File: config.mk
export PLATFORM = sky130hd
export DESIGN_NAME = riot_port_conditioner
export DESIGN_NICKNAME = d
export VERILOG_FILES = /design/src/rtl/riot_port_conditioner.sv
export SDC_FILE = /design/constraint.sdc
export NUM_CORES = 1
export LEC_CHECK = 0
export ABC_CLOCK_PERIOD_IN_PS = 7520
export BUFFER_PORTS_ARGS = -buffer_cell sky130_fd_sc_hd__buf_4
export CORE_MARGIN = 2
export CORE_UTILIZATION = 45
export CTS_CLUSTER_SIZE = 20
export DETAILED_ROUTE_END_ITERATION = 10
export MAX_ROUTING_LAYER = met4
export RECOVER_POWER = 25
export SYNTH_ARGS = -nofsm -noshare
export SYNTH_HDL_FRONTEND = slang
export SYNTH_SLANG_ARGS = --single-unit
File: constraint.sdc
create_clock -name clk -period 7.52 [get_ports clk]
set_clock_uncertainty 0.05 [all_clocks]
set_input_delay 1.504 -clock clk [delete_from_list [all_inputs] [get_ports clk]]
set_output_delay 1.504 -clock clk [all_outputs]
set_load 0.02 [all_outputs]
File: src/rtl/riot_port_conditioner.sv
// rtl/riot_port_conditioner.sv - synchronise, debounce, SOCD-filter and pause-stretch raw RIOT port levels
// All levels are active-low; outputs feed RIOT PA_in/PB_in directly.
module riot_port_conditioner #(
  parameter int               DEB_W       = 16,
  parameter logic [DEB_W-1:0] DEB_CYC     = 16'd512,
  parameter logic [DEB_W-1:0] PAUSE_HOLD  = 16'd8000,
  parameter bit               SOCD_FILTER = 1'b1
) (
  input  logic       clk,
  input  logic       res_n,
  input  logic       ce,
  input  logic [7:0] pa_raw,
  input  logic [7:0] pb_raw,
  output logic [7:0] pa_in,
  output logic [7:0] pb_in,
  output logic       in_change
);

  typedef enum logic [1:0] {IDLE, HOLD, WAIT_REL} pause_state_t;

  localparam logic [DEB_W-1:0] DEB_LAST  = DEB_CYC - DEB_W'(1);
  localparam logic [DEB_W-1:0] HOLD_LAST = PAUSE_HOLD - DEB_W'(1);

  logic [15:0]      raw, sync1, sync2, stable;
  logic [DEB_W-1:0] cnt [16];

  pause_state_t     state, state_nxt;
  logic [DEB_W-1:0] hold_cnt, hold_nxt;
  logic             p_prev, pause_out;
  logic [7:0]       pa_f, pb_f;

  assign raw = {pb_raw, pa_raw};

  // Synchronisers run every clk so async edges are captured even while ce is low.
  always_ff @(posedge clk) begin
    if (!res_n) begin
      sync1 <= '1;
      sync2 <= '1;
    end else begin
      sync1 <= raw;
      sync2 <= sync1;
    end
  end

  always_ff @(posedge clk) begin
    if (!res_n) begin
      stable <= '1;
      for (int i = 0; i < 16; i++) cnt[i] <= '0;
    end else if (ce) begin
      for (int i = 0; i < 16; i++) begin
        if (DEB_CYC == '0) begin
          stable[i] <= sync2[i];
          cnt[i]    <= '0;
        end else if (sync2[i] == stable[i]) begin
          cnt[i] <= '0;
        end else if (cnt[i] == DEB_LAST) begin
          stable[i] <= sync2[i];
          cnt[i]    <= '0;
        end else if (cnt[i] != {DEB_W{1'b1}}) begin
          cnt[i] <= cnt[i] + DEB_W'(1);
        end
      end
    end
  end

  // Nibble order per stick is R,L,D,U; an impossible opposing pair reads as released.
  function automatic logic [3:0] socd(input logic [3:0] s);
    logic [3:0] o;
    o = s;
    if (SOCD_FILTER) begin
      if (s[3:2] == 2'b00) o[3:2] = 2'b11;
      if (s[1:0] == 2'b00) o[1:0] = 2'b11;
    end
    return o;
  endfunction

  always_ff @(posedge clk) begin
    if (!res_n) begin
      state    <= IDLE;
      hold_cnt <= '0;
      p_prev   <= 1'b1;
    end else if (ce) begin
      state    <= state_nxt;
      hold_cnt <= hold_nxt;
      p_prev   <= stable[11];
    end
  end

  always_comb begin
    state_nxt = state;
    hold_nxt  = hold_cnt;
    pause_out = stable[11];
    case (state)
      IDLE: begin
        if (!stable[11] && p_prev && PAUSE_HOLD != '0) begin
          state_nxt = HOLD;
          hold_nxt  = HOLD_LAST;
        end
      end
      HOLD: begin
        pause_out = 1'b0;
        if (hold_cnt == '0) state_nxt = stable[11] ? IDLE : WAIT_REL;
        else                hold_nxt  = hold_cnt - DEB_W'(1);
      end
      WAIT_REL: begin
        if (stable[11]) state_nxt = IDLE;
      end
      default: state_nxt = IDLE;
    endcase
  end

  assign pa_f = {socd(stable[7:4]), socd(stable[3:0])};
  assign pb_f = {stable[15:12], pause_out, stable[10:8]};

  always_ff @(posedge clk) begin
    if (!res_n) begin
      pa_in     <= 8'hFF;
      pb_in     <= 8'hFF;
      in_change <= 1'b0;
    end else if (ce) begin
      pa_in     <= pa_f;
      pb_in     <= pb_f;
      in_change <= ({pa_f, pb_f} != {pa_in, pb_in});
    end else begin
      in_change <= 1'b0;
    end
  end

endmodule

==> flow_summary_export.csv <==
group,metric,value,unit
layout,drive_above_1_share,5.991,%
global_routing,grt_max_degree,56,
synthesis,ys_top_cells_by_count,"nor2_1 (293), edfxtp_1 (256), nand2_1 (143), xor2_1 (138), nand3_1 (113)",
min_path,whs_endpoint,"sync2[5]$_SDFF_PN1_",
synthesis,yosysTopAreaCell,"edfxtp_1",
synthesis,async_reset_ff_share,0,%
synthesis,ys.flop_type,"edfxtp_1",
cts,numCtsBuffers,40,
floorplan,die_area,39920,um2
global_routing,antenna_found_initial,0,
detailed_routing,ant_nets,0,
place,dpl_worst_slack,3.398,ns
worst_setup_path,end_kind,"flop",
layout,fin_cells,2247,
layout,num-fill-cells,3450,
floorplan,num_rows,71,
detailed_routing,drt-pass1-iter-count,5,
worst_setup_path,cp.arrival,5.26,ns
cts,cts_tree,"done",
cts,cts_setup_buffers,0,
worst_setup_path,timing.rr.end,"cnt[0][100]$_SDFFCE_PN0P_",
synthesis,syn-cell-area,17250,um2
synthesis,synth-seq-area-share,54.31,%
min_path,whs_path_depth,1,
worst_setup_path,reg2reg_from,"cnt[0][96]$_SDFFCE_PN0P_",
cts,ctsResizeCount,0,
sta,setup_slack,2.580,ns
power,irDropWorstVdd,186.7,uV
floorplan,start_util,45.80,%
worst_setup_path,required,7.84,ns
floorplan,coreArea,37670,um2
floorplan,boundaryPins,36,
status,status,"finished, violations left",
global_routing,grt_pass1_wl,53850,um
floorplan,die_x,199.8,um
sta,max_freq,202.4,MHz
min_path,hold_start,"sync1[5]$_SDFF_PN1_",
cts,clock_latency,0.53,ns
layout,final_util,51.04,%
sta,layout_min_cycle_time,4.940,ns
cts,cts_max_path_buffers,3,
synthesis,yosysTopAreaCellShare,44.56,%
detailed_routing,vias,11720,
cts,h-tree-depth,2,
place,dp.cells,2173,
cts,cts-hold-fix-buffers,0,
sta,timing.final.hold_violations,0,
sta,fin_worst_hold_slack,0.3599,ns
sta,worst_slew_pin_slew,1.956,ns
detailed_routing,avgViaCountPerCell,5.214,
job,maxCapViolations,1,
global_routing,overflow,0,
place,portBuffers,35,
detailed_routing,routed_wirelength,31740,um
status,violations,"max-capacitance violations, max-slew violations",
worst_setup_path,ff2ff_path_depth,6,
cts,numClockSinks,340,
synthesis,synth-edff-count,256,
layout,diodes,0,
floorplan,die_h,199.8,um
synthesis,synth.area.top_cells,"edfxtp_1 (45%), dfxtp_1 (9.7%), xor2_1 (7.0%)",
sta,setup_violations,0,
cts,cts-root-buf,"clkbuf_16",
global_routing,track_usage,16.87,%
synthesis,synth_cells,1673,
sta,final.period_utilization,65.69,%
worst_setup_path,crit_type,"input pin to flop",
synthesis,yosysUniqueCellTypes,60,
min_path,hold_path_class,"flop to flop",
sta,tns,0,ns
detailed_routing,drt_iter0_markers,651,
layout,area_growth,11.43,%
synthesis,ys_warn_count,0,
synthesis,ys_seq_elements,340,
place,hpwl,21010,um
power,p_leak,6.648,nW
sta,drv_slew,46,
power,p_per_area,220.2,nW/um2
detailed_routing,drc,0,
sta,rsz0062_at_grt,"false",
synthesis,yosysMostFrequentCell,"nor2_1",
worst_setup_path,crit_fanout,45,
global_routing,grt_pass1_vias,11160,
place,gp_congestion,0.7850,
synthesis,syn_avg_cell_area,10.31,um2
sta,slew_headroom,-30.40,%
cts,clk_pin_slew,0.06,ns
detailed_routing,route.detailed.wl_per_inst,14.13,um
worst_setup_path,worstSetupStartpointType,"input pin",
layout,final_nets,1741,
synthesis,syn_nets,1710,
worst_setup_path,r2r_slack,4.74,ns
==> report_power, final <==
part | total, W | internal [W] | switching, W
Clock | 0.00192 | 0.00118 | 0.000741
Combinational | 0.000154 | 0.0000634 | 0.0000909
Sequential | 0.00216 | 0.00209 | 0.0000714
Total | 0.00423 | 0.00333 | 0.000904
==> cell usage in the layout (no fill, tap or decap), types with 6 or more instances in the layout <==
| master | instances |
|---|---|
| nor2_1 | 293 |
| edfxtp_1 | 256 |
| nand2_1 | 143 |
| xor2_1 | 138 |
| nand3_1 | 113 |
| xnor2_1 | 111 |
| dfxtp_1 | 84 |
| and3_1 | 44 |
| o21ai_0 | 42 |
| nand2b_1 | 41 |
| clkbuf_16 | 41 |
| nand4_1 | 39 |
| inv_1 | 36 |
| nor3_1 | 34 |
| clkbuf_1 | 32 |
| mux2i_1 | 26 |
| and4_1 | 22 |
| buf_4 | 22 |
| nor4_1 | 21 |
| a21oi_1 | 20 |
| ha_1 | 18 |
| or3_1 | 15 |
| or4_1 | 14 |
| nand3b_1 | 13 |
| nor3b_1 | 8 |
| or2_2 | 7 |
| and2_1 | 6 |
| clkbuf_8 | 6 |
==> worst max-delay path, stage by stage <==
cell and delay [ns]:
clkbuf_1 1.36, nand2_1 1.05, or2_2 0.59, a21o_1 0.18
nand2b_1 0.35, nor2_1 0.19
==> routing by layer <==
layer	vias up	routed length (um)	global-route usage, %
met5	-	0	-
met4	0	645	4.527
met3	45	1084	2.655
met2	151	14210	26.20
met1	5534	15800	23.12
li1	5985	-	-
==> area by class of cell <==
| type | instances | area [um2] | share of cell area, % |
|---|---|---|---|
| Sequential cell | 340 | 9369 | 48.74 |
| Multi-Input combinational cell | 1245 | 7531 | 39.18 |
| Clock buffer | 62 | 1172 | 6.099 |
| Tap cell | 511 | 639.4 | 3.326 |
| Timing Repair Buffer | 41 | 236.5 | 1.230 |
| Clock inverter | 12 | 140.1 | 0.7290 |
| Inverter | 36 | 135.1 | 0.7029 |
==> cells by family after synthesis <==
group / synth area share, %
AO/OA/AOI/OAI: 4.163
XOR/XNOR: 12.64
adder cells (fa/ha/maj): 1.306
buffers and inverters: 2.038
flip-flops: 54.31
multiplexers: 1.509
AND/OR/NAND/NOR: 24.04
==> sequential cells by signal (all words and copies together), names as in the netlist <==
| name | flops |
|---|---|
| cnt | 256 |
| hold_cnt | 16 |
| in_change | 1 |
| p_prev | 1 |
| pa_in | 8 |
| pb_in | 8 |
| stable | 16 |
| state | 2 |
| sync1 | 16 |
| sync2 | 16 |
==> through the flow <==
stage,total power (W),area (um2)
floorplan,0.002300,17250
global placement,0.002352,17980
detailed placement,0.002354,17980
CTS,0.004288,19290
global route,0.004398,19220
finish,0.004234,19220
==> worst max-delay path by stage <==
stage,startpoint,to,slack [ns],depth (start not counted)
after global placement,res_n,cnt[1][68]$_SDFFCE_PN0P_,3.46,6
after CTS,res_n,cnt[1][68]$_SDFFCE_PN0P_,3.97,6
after global routing,res_n,cnt[1][65]$_SDFFCE_PN0P_,2.09,6
after floorplan,ce,cnt[0][48]$_SDFFCE_PN0P_,3.83,4
final,res_n,cnt[1][19]$_SDFFCE_PN0P_,2.58,6
after detailed placement,res_n,cnt[1][68]$_SDFFCE_PN0P_,3.40,6
Power figures use the tool's default switching activity.
